`config.mk`:
```
export PLATFORM = sky130hd
export DESIGN_NAME = mem_bus_interface
export DESIGN_NICKNAME = d
export VERILOG_FILES = /design/src/rtl/mem_bus_interface.sv
export SDC_FILE = /design/constraint.sdc
export NUM_CORES = 1
export LEC_CHECK = 0
export ABC_AREA = 1
export CAP_MARGIN = 20
export CORE_ASPECT_RATIO = 0.7
export CORE_MARGIN = 2
export CORE_UTILIZATION = 42
export CTS_CLUSTER_SIZE = 24
export DETAILED_ROUTE_END_ITERATION = 6
export HOLD_SLACK_MARGIN = 0.08
export PLACE_DENSITY_LB_ADDON = 0.2
export SLEW_MARGIN = 15
export SYNTH_ARGS = -nofsm -noshare
export SYNTH_HDL_FRONTEND = slang
export SYNTH_SLANG_ARGS = --single-unit
export TNS_END_PERCENT = 10
```
`constraint.sdc`:
```
create_clock -name clk -period 2.55 [get_ports clk]
set_input_delay 0.765 -clock clk [delete_from_list [all_inputs] [get_ports clk]]
set_output_delay 0.765 -clock clk [all_outputs]
set_load 0.005 [all_outputs]
```
`src/rtl/mem_bus_interface.sv`:
```
// mem_bus_interface: request/ready read stage that fills IR/MDR from variable-latency memory,
// stalling the controller until the word arrives or a watchdog aborts the access.
module mem_bus_interface #(
    parameter int DATA_W = 16,
    parameter int TIMEOUT = 255,
    parameter logic [DATA_W-1:0] ERR_WORD = 16'hFFFF
) (
    input  logic              clk,
    input  logic              rst,
    input  logic [1:0]        mem_addr_sel,
    input  logic              save_opcode,
    input  logic              save_mem,
    input  logic [DATA_W-1:0] pc_val,
    input  logic [DATA_W-1:0] a_val,
    input  logic [DATA_W-1:0] alu_val,
    output logic [DATA_W-1:0] bus_addr,
    output logic              bus_rd,
    input  logic [DATA_W-1:0] bus_rdata,
    input  logic              bus_ready,
    output logic              stall,
    output logic [DATA_W-1:0] opcode,
    output logic [DATA_W-1:0] mem_val,
    output logic              bus_err
);
    typedef enum logic [1:0] {IDLE = 2'b01, WAIT = 2'b10} state_t;
    localparam logic [15:0] LAST = 16'(TIMEOUT - 1);
    state_t state, next;
    logic [15:0] cnt;
    logic dst_ir, dst_mdr, rd_req, hit, tmo, busy;
    logic [DATA_W-1:0] src, fill;
    assign rd_req = save_opcode | save_mem;
    assign src = mem_addr_sel == 2'd1 ? a_val : mem_addr_sel == 2'd2 ? alu_val : pc_val;
    assign fill = hit ? bus_rdata : ERR_WORD;
    // stall is forced low while reset is held so the controller never sees a stale hold
    assign stall = busy & ~rst;
    always_ff @(posedge clk or posedge rst) begin
        if (rst) state <= IDLE;
        else state <= next;
    end
    always_comb begin
        next = IDLE;
        busy = 1'b0;
        hit = 1'b0;
        tmo = 1'b0;
        case (state)
            IDLE: begin
                busy = rd_req;
                next = rd_req ? WAIT : IDLE;
            end
            WAIT: begin
                hit = bus_ready;
                tmo = ~bus_ready & (cnt == LAST);
                busy = ~(hit | tmo);
                next = busy ? WAIT : IDLE;
            end
            default: next = IDLE;
        endcase
    end
    always_ff @(posedge clk or posedge rst) begin
        if (rst) begin
            bus_addr <= '0;
            bus_rd <= 1'b0;
            cnt <= '0;
            dst_ir <= 1'b0;
            dst_mdr <= 1'b0;
            opcode <= '0;
            mem_val <= '0;
            bus_err <= 1'b0;
        end else begin
            bus_rd <= next == WAIT;
            if (state == IDLE && rd_req) begin
                bus_addr <= src;
                dst_ir <= save_opcode;
                dst_mdr <= save_mem;
                cnt <= '0;
            end
            if (state == WAIT && (hit | tmo)) begin
                if (dst_ir) opcode <= fill;
                if (dst_mdr) mem_val <= fill;
            end else if (state == WAIT) cnt <= cnt + 16'd1;
            if (tmo) bus_err <= 1'b1;
        end
    end
endmodule

```
==> results of run 1 <==
repair_timing:
item | in CTS | in global routing
buffers inserted | 5 | 1
setup endpoints to repair | 1 | 1
gates resized for setup | 14 | 1
cloned | 0 | 0
hold buffers | 0 | 0
endpoints found under the hold margin | 0 | 0
pin swaps | 7 | 4
cells in the final DEF (no fill, tap or decap), drive strengths merged, types with 2 or more instances in the layout:
master,synthesis,layout
a21oi,36,36
buf,11,28
bufinv,0,3
clkbuf,11,10
clkdlybuf4s50,0,117
clkinv,1,3
dfrtp,69,69
dlygate4sd2,0,3
ha,4,4
inv,48,48
nand2,151,151
nand3,56,56
nand3b,2,2
nand4,6,6
nor2,42,42
nor3,3,3
o211ai,16,16
o21ai,13,13
or2,16,16
xor2,3,3
sequential cells by signal, indices dropped and copies added (netlist names):
signal	cells
bus_addr	16
cnt	16
mem_val	16
opcode	16
state	2
bus_err	1
bus_rd	1
dst_ir	1
dst_mdr	1
path summary, 6_finish.rpt:
path / end / slack (ns) / cells after the start
hold reg to reg: mem_val[7] / 0.48 / 2
min in group asynchronous: bus_rd / 0.91 / 3
max in group asynchronous: mem_val[1] / 1.08 / 4
setup / recovery: stall / 0.10 / 12
setup reg to reg: bus_addr[7] / 0.59 / 10
hold / removal: mem_val[7] / 0.48 / 2
kinds of logic (layout without fill, tap and decap cells):
logic type	Yosys count	count (layout)	synth area share
simple gates	276	276	0.328
flops	70	70	0.465
compound gates	67	67	0.105
fa+ha+maj	4	4	0.0133
buf+inv	71	213	0.0800
xor+xnor	4	4	0.00930
final cells by class:
type | count | area share
flip-flops and latches | 70 | 0.312
multi-input cells | 351 | 0.311
repair buffers | 148 | 0.257
clock buffers | 10 | 0.0408
inverters | 49 | 0.0327
well taps | 120 | 0.0267
clock inverters | 6 | 0.0198
report_power, final:
part	switching, mW	internal [mW]	total (mW)	leakage, nW
logic	0.940	1.15	2.09	1.57
registers	0.262	1.53	1.79	0.871
clock network	0.471	0.955	1.43	0.163
per-layer routing:
layer	part of all wire	GRT usage	wire length, µm	vias to the layer above
met3	0.055	0.0562	582	15
met4	0.014	0.0684	145	0
met1	0.45	0.313	4800	1781
met5	0	0	0	-
met2	0.48	0.365	5090	95
li1	-	-	-	1861
tightest hold or removal path: cells and delay by family, from the launching register on:
family / cells / cell delay [ns]
flops: 1 / 0.34
simple gates: 2 / 0.10
stage by stage:
stage               hold WS (ns)  std cells
finish                     0.477        754
global route               0.503        754
CTS                        0.480        753
detailed placement         0.464        732
global placement           0.464        732
floorplan                  0.468        492
==> impl_metrics.yaml, run 1 <==
worst_setup_path:
  crit_type: "reg2out"
  end_kind: "output port"
  max_stage_delay_ns: 0.39
  timing.rr.start: "state[1]"
  critical_path.max_fanout: 2
  crit_family: "simple AND/OR/NAND/NOR gates"
  cp_cell_sequence: "inv_2, ha_4, inv_1, nor2_1, nand2_1, nor2_2, nand2_4, nand2_4, nand2_4, nand2_2, nor2_1, buf_2"
  crit_path_start_kind: "register"
  crit_buf_inv: 3
  cp.arrival_ns: 1.68
  timing.critical_path.from: "cnt[0]"
  required_ns: 1.79
  crit_slowest_cell: "dfrtp_1"
  crit_top_cell: "nand2_4"
drt:
  first_pass_iters: 4
  vias: 3752
  wl_per_cell_um: 14.1
  drt_wl_total_um: 10600
  drt-initial-drc-count: 205
  viasPerCell: 4.98
  drc: 0
  detail-route-antenna-nets: 0
grt:
  grt_pass1_wl_um: 18100
  grt_pass1_vias: 3892
  grt_max_degree: 37
  grt_overflow_total: 0
  antenna_found_initial: 0
  grtUsageTotal: 0.231
yosys:
  synth_cell_type_count: 32
  yosys_warnings: 0
  synth_nets: 567
  synth_common_cells: "nand2_1, dfrtp_1, nand3_1, inv_1, nor2_1"
  avgSynthCellArea_um2: 7.66
  yosys_register_bits: 70
  ys.flop_type: "dfrtp_1"
  synth_edf_count: 0
  synth_top_cell_by_area: "dfrtp_1"
  yosys-top-cells-area: "dfrtp_1, nand2_1, nand3_1, a21oi_1, inv_1"
  synthesis.area_um2: 3770
  synthMostInstantiatedCell: "nand2_1"
  synthCells: 492
  ys_seq_area_frac: 0.465
  synth-async-reset-ratio: 1.00
  synth_top_area_share: 0.458
timing:
  finClkSkew_ns: 0.00688
  worst_slack_ns: 0.100
  slew_headroom: 0.670
  finalSetupViolCount: 0
  hold_viol: 0
  timing.fmax_ghz: 0.408
  period_share: 0.961
  finalSetupTns_ns: 0
  slew_viol_final: 0
  tightest_slew_ns: 0.495
  fin_crit_ns: 2.45
clock_tree:
  cts.sinks: 70
  clkSlewWorstSetupHoldPaths_ns: 0.06
  clock_latency_ns: 0.33
  numCtsBuffers: 9
  cts_tree: "done"
  cts_buffer_depth: 2
  htreeDepth: 3
  clockRootBuffer: "clkbuf_16"
power:
  p_total_mw: 5.31
  peakVddDrop_mv: 0.730
  power_density_nw_per_um2: 946
  p_leak_nw: 2.61
finish:
  areaGrowthSynthToFinish_pct: 49.1
  diodes: 0
  fillers: 731
  fin_nets: 704
  layout-drive-gt1-share: 0.131
  multiInputGateArea_um2: 1750
  regArea_um2: 1750
  final_cell_area_um2: 5620
  utilization: 0.655
placed_design:
  place_area_um2: 5210
  place_hpwl_um: 7610
  place_ws_ns: -0.433
  port_buffers: 121
  gp_congestion: 0.853
floorplan:
  core.rowCount: 28
  start_util: 0.439
  die_w_um: 117
  pin_count: 122
  die_area_um2: 9760
  die_y_um: 83.3
  core-area_um2: 8580
hold_path:
  min_from: "mem_val[7]"
  hold_class: "reg2reg"
job:
  drv_cap: 0
status:
  status: "complete, no violations"
Power figures use the tool's default switching activity.
==> run 2, diff against run 1 <==
--- a/config.mk
+++ b/config.mk
@@ -8,13 +8,12 @@
 export ABC_AREA = 1
 export CAP_MARGIN = 20
 export CORE_ASPECT_RATIO = 0.7
-export CORE_MARGIN = 2
+export CORE_MARGIN = 3
 export CORE_UTILIZATION = 42
 export CTS_CLUSTER_SIZE = 24
 export DETAILED_ROUTE_END_ITERATION = 6
 export HOLD_SLACK_MARGIN = 0.08
 export PLACE_DENSITY_LB_ADDON = 0.2
-export SLEW_MARGIN = 15
 export SYNTH_ARGS = -nofsm -noshare
 export SYNTH_HDL_FRONTEND = slang
 export SYNTH_SLANG_ARGS = --single-unit
==> run 2 against run 1 <==
Compared with the run above:
- hold slack got worse by 0.0019 ns
- fmax is 0.25% higher
- first-iteration DRC count grew 24%
- sequential share of layout area grew 0.37 points
- total power shrank 5.0%
- clock power down 20%
- combinational power is essentially flat
- sequential power barely moved
- core utilization down 0.77 points
- via count rose by 0.77%
- design area down 1.2%
- critical path type is now in2out
- largest cell class unchanged
==> impl_metrics.yaml, run 2 (synthesis gave the netlist of run 1 again) <==
hold_path:
  min_from: "mem_val[11]"
  hold_end: "mem_val[11]"
  hold_class: "reg2reg"
  hold_depth: 2
placed_design:
  gp_congestion: 0.839
  place_hpwl_um: 7710
  place_area_um2: 5200
  port_buffers: 121
  place_inst: 732
grt:
  grt_overflow_total: 0
  antenna_found_initial: 0
  grtUsageTotal: 0.215
  grt_max_degree: 42
  grt_pass1_wl_um: 17600
  grt_pass1_vias: 3711
worst_setup_path:
  cp_cell_sequence: "clkdlybuf4s50_1, o21ai_2, nand2_2, nand2_2, nor2_2, buf_2"
  crit_slowest_cell: "clkdlybuf4s50_1"
  end_kind: "output port"
  crit_top_cell: "nand2_2"
  r2r_cells: 7
  timing.rr.start: "state[0]"
  max_stage_delay_ns: 0.44
  r2r-end: "mem_val[6]"
  rrSetupSlack_ns: 0.68
  crit_path_start_kind: "primary input"
  crit_type: "in2out"
  critical_path.max_fanout: 2
  cp.arrival_ns: 1.68
  required_ns: 1.79
drt:
  detail-route-antenna-nets: 0
  first_pass_iters: 4
  drt-initial-drc-count: 255
  viasPerCell: 5.00
  vias: 3781
  wl_per_cell_um: 14.1
  drc: 0
  drt_wl_total_um: 10600
status:
  status: "complete, no violations"
timing:
  period_share: 0.958
  slew_viol_final: 0
  finClkSkew_ns: 0.00827
  finalSetupViolCount: 0
  timing.fmax_ghz: 0.409
  slew_headroom: 0.657
  rsz0062_at_grt: "true"
  fin_crit_ns: 2.44
  tightest_slew_ns: 0.514
  holdWs_ns: 0.475
  hold_viol: 0
job:
  drv_cap: 0
floorplan:
  die_y_um: 85.3
  start_util: 0.439
  pin_count: 122
  die_w_um: 119
  core.rowCount: 28
  die_area_um2: 10200
  core-area_um2: 8580
clock_tree:
  clock_latency_ns: 0.34
  cts_tree: "done"
  cts.sinks: 70
  holdBufCountCts: 0
  clockRootBuffer: "clkbuf_16"
  numCtsBuffers: 9
  clkSlewWorstSetupHoldPaths_ns: 0.05
  htreeDepth: 3
  cts_buffer_depth: 2
finish:
  utilization: 0.647
  fin_cells: 756
  final_common_cell: "nand2_1"
  fillers: 763
  diodes: 0
  multiInputGateArea_um2: 1750
  layout_common_cells: "nand2_1, clkdlybuf4s50_1, dfrtp_1, nand3_1, inv_1"
  fin_nets: 706
  areaGrowthSynthToFinish_pct: 47.3
  regArea_um2: 1750
  layout-drive-gt1-share: 0.137
  final_cell_area_um2: 5550
power:
  peakVddDrop_mv: 0.671
  power_density_nw_per_um2: 909
  p_leak_nw: 2.58
  p_total_mw: 5.05
[run 2: cell count changes in the layout (fill, tap and decap cells not counted), moves of 2 or more]
cell             change
clkinv_2             +2
clkdlybuf4s50_1      +2
nor2_2               +2
nor2_1               -2
bufinv_16            -3
buf_4                +3
dlygate4sd2_1        -2
[run 2: through the flow]
stage	TNS (ns)	worst slack (ns)
after floorplan	0	0.0184
after global placement	-0.431	-0.431
after detailed placement	-0.452	-0.452
after CTS	0	0.0399
after global routing	-0.0121	-0.0121
final	0	0.106
[run 2: timing repair]
item / CTS / global route
setup buffers: 6 / 2
endpoints found under the setup margin: 1 / 1
gates resized for setup: 10 / 5
pin swaps: 8 / 7
[run 2: how the worst max path moves through the flow]
stage / startpoint / slack [ns] / end
after floorplan: rst / 0.02 / bus_addr[0]
after global routing: cnt[0] / -0.01 / stall
after CTS: cnt[0] / 0.04 / stall
final: save_mem / 0.11 / stall
after detailed placement: bus_ready / -0.45 / stall
after global placement: bus_ready / -0.43 / stall
[run 2: critical path: cells and delay by family]
family	cells	cell delay [ns]
buffers and inverters	2	0.56
and+or+nand+nor	3	0.18
AOI/OAI and AO/OA	1	0.18
[run 2: report_power, final]
part / switching, mW / total, mW / leakage [nW] / internal, mW
Sequential: 0.270 / 1.80 / 0.871 / 1.53
Combinational: 0.937 / 2.10 / 1.57 / 1.16
Clock: 0.466 / 1.15 / 0.132 / 0.680
[run 2: routing by layer]
layer | track usage | wire, µm | up-vias
met1 | 0.294 | 4810 | 1800
met4 | 0.0515 | 57 | 0
li1 | - | - | 1861
met2 | 0.336 | 5110 | 112
met3 | 0.0666 | 662 | 8
met5 | 0 | 0 | -
[run 2: layout make-up]
cell class,count,share of cell area
Multi-Input combinational cell,351,0.315
Inverter,49,0.0331
Tap cell,120,0.0270
Clock buffer,12,0.0444
Timing Repair Buffer,150,0.261
Clock inverter,4,0.00406
Sequential cell,70,0.316
==> run 3, diff against run 2 <==
==> constraint.sdc (replaced) <==
create_clock -name clk -period 2.55 [get_ports clk]
set_input_delay 0.765 -clock clk [delete_from_list [all_inputs] [get_ports clk]]
set_output_delay 0.765 -clock clk [all_outputs]
set_load 0.02 [all_outputs]
==> run 3 against run 2 <==
Compared with the run above:
- sequential share of layout area shrank 0.41 points
- clock-buffer cell count unchanged
- critical path depth rose by 6
==> impl_metrics.yaml, run 3 (synthesis gave the netlist of run 1 again) <==
clock_tree:
  htreeDepth: 3
  clkSlewWorstSetupHoldPaths_ns: 0.06
  cts_buffer_depth: 2
  holdBufCountCts: 0
  numCtsBuffers: 9
  cts_tree: "done"
  cts.sinks: 70
  clock_latency_ns: 0.33
  clockRootBuffer: "clkbuf_16"
placed_design:
  place_hpwl_um: 7680
  port_buffers: 121
  gp_congestion: 0.880
  place_inst: 736
  place_area_um2: 5230
  place_ws_ns: -0.524
power:
  p_leak_nw: 2.61
  peakVddDrop_mv: 0.633
  p_total_mw: 5.75
  power_density_nw_per_um2: 1020
worst_setup_path:
  end_kind: "output port"
  cp.arrival_ns: 1.72
  required_ns: 1.79
  crit_buf_inv: 3
  crit_type: "reg2out"
  crit_slowest_cell: "dfrtp_1"
  crit_top_cell: "nor2_2"
  max_stage_delay_ns: 0.38
  crit_family: "simple AND/OR/NAND/NOR gates"
  timing.rr.start: "cnt[0]"
  cp_cell_sequence: "inv_2, ha_4, inv_2, nor2_2, nand2_1, nor2_2, nand2_4, nand2_4, nand2_2, nand2_2, nor2_2, buf_6"
  critical_path.max_fanout: 2
  timing.critical_path.from: "cnt[0]"
  crit_path_start_kind: "register"
drt:
  viasPerCell: 5.01
  drc: 0
  drt_wl_total_um: 10900
  detail-route-antenna-nets: 0
  drt-initial-drc-count: 255
  first_pass_iters: 5
  vias: 3785
  wl_per_cell_um: 14.5
job:
  drv_cap: 0
finish:
  final_common_cell: "nand2_1"
  layout-drive-gt1-share: 0.139
  layout_common_cells: "nand2_1, clkdlybuf4s50_1, dfrtp_1, nand3_1, inv_1"
  fin_nets: 705
  diodes: 0
  fillers: 721
  fin_cells: 755
  multiInputGateArea_um2: 1750
  areaGrowthSynthToFinish_pct: 49.2
  regArea_um2: 1750
  final_cell_area_um2: 5620
grt:
  grt_pass1_vias: 3716
  grt_pass1_wl_um: 18000
  antenna_found_initial: 0
  grt_overflow_total: 0
  grtUsageTotal: 0.218
  grt_max_degree: 65
floorplan:
  die_area_um2: 10200
  die_y_um: 85.3
  core-area_um2: 8580
  core.rowCount: 28
  pin_count: 122
  start_util: 0.439
  die_w_um: 119
timing:
  fin_crit_ns: 2.49
  hold_viol: 0
  slew_headroom: 0.643
  worst_slack_ns: 0.0644
  holdWs_ns: 0.480
  finClkSkew_ns: 0.00869
  period_share: 0.975
  tightest_slew_ns: 0.534
  slew_viol_final: 0
  rsz0062_at_grt: "true"
  timing.fmax_ghz: 0.402
  finalSetupViolCount: 0
status:
  status: "complete, no violations"
hold_path:
  hold_class: "reg2reg"
  min_from: "mem_val[10]"
==> run 3: cell types whose count changed in the layout (fill, tap and decap cells not counted) <==
cell and delta:
clkinv_2 -3, bufinv_16 +2, clkbuf_1 -2, clkbuf_8 +2, buf_2 -1, buf_4 -1
buf_6 +1, inv_6 +1
==> run 3: through the flow <==
stage,TNS (ns),utilization
finish,0,0.655
global route,-0.0639,0.655
CTS,0,0.650
detailed placement,-0.524,0.609
global placement,-0.538,0.609
floorplan,0,-
==> run 3: timing repair <==
action,4_1_cts,5_1_grt
pin swaps,2,7
gates resized for setup,6,11
endpoints found under the hold margin,0,0
setup buffers,1,2
endpoints found under the setup margin,1,1
==> run 3: area by class of cell <==
class | count | area share
Multi-Input combinational cell | 351 | 0.311
Clock buffer | 12 | 0.0474
Clock inverter | 4 | 0.0136
Inverter | 49 | 0.0327
Timing Repair Buffer | 149 | 0.257
Tap cell | 120 | 0.0267
Sequential cell | 70 | 0.312
==> run 3: metal layers <==
| metal | vias up | track usage | wire length (µm) |
|---|---|---|---|
| met2 | 94 | 0.347 | 5260 |
| li1 | 1858 | - | - |
| met3 | 8 | 0.0580 | 524 |
| met5 | - | 0 | 0 |
| met1 | 1825 | 0.303 | 5060 |
| met4 | 0 | 0.0400 | 70 |
==> run 3: power by group <==
part           internal (mW)  leakage (nW)  total, mW  switching (mW)
Sequential              1.53         0.871       1.78           0.249
Clock                  0.940         0.165       1.42           0.477
Combinational           1.16          1.57       2.56            1.40
Total                   3.63          2.61       5.75            2.12
==> run 3: worst reg2reg max path, stage by stage (launching register included) <==
cell and delay (ns):
dfrtp_1 0.35, buf_4 0.11, buf_4 0.10, ha_1 0.19, inv_1 0.07, nor2_1 0.39, nand2_1 0.14, nand2_1 0.08
a21oi_1 0.06, o21ai_0 0.25, nand2_1 0.10
==> run 3: path summary, 6_finish.rpt <==
path,to,slack [ns],cells past startpoint
max in group asynchronous,state[0],1.16,4
hold / removal,mem_val[10],0.48,2
min in group asynchronous,bus_rd,0.80,3
setup reg to reg,cnt[8],0.59,10
setup / recovery,stall,0.06,12
hold reg to reg,mem_val[10],0.48,2
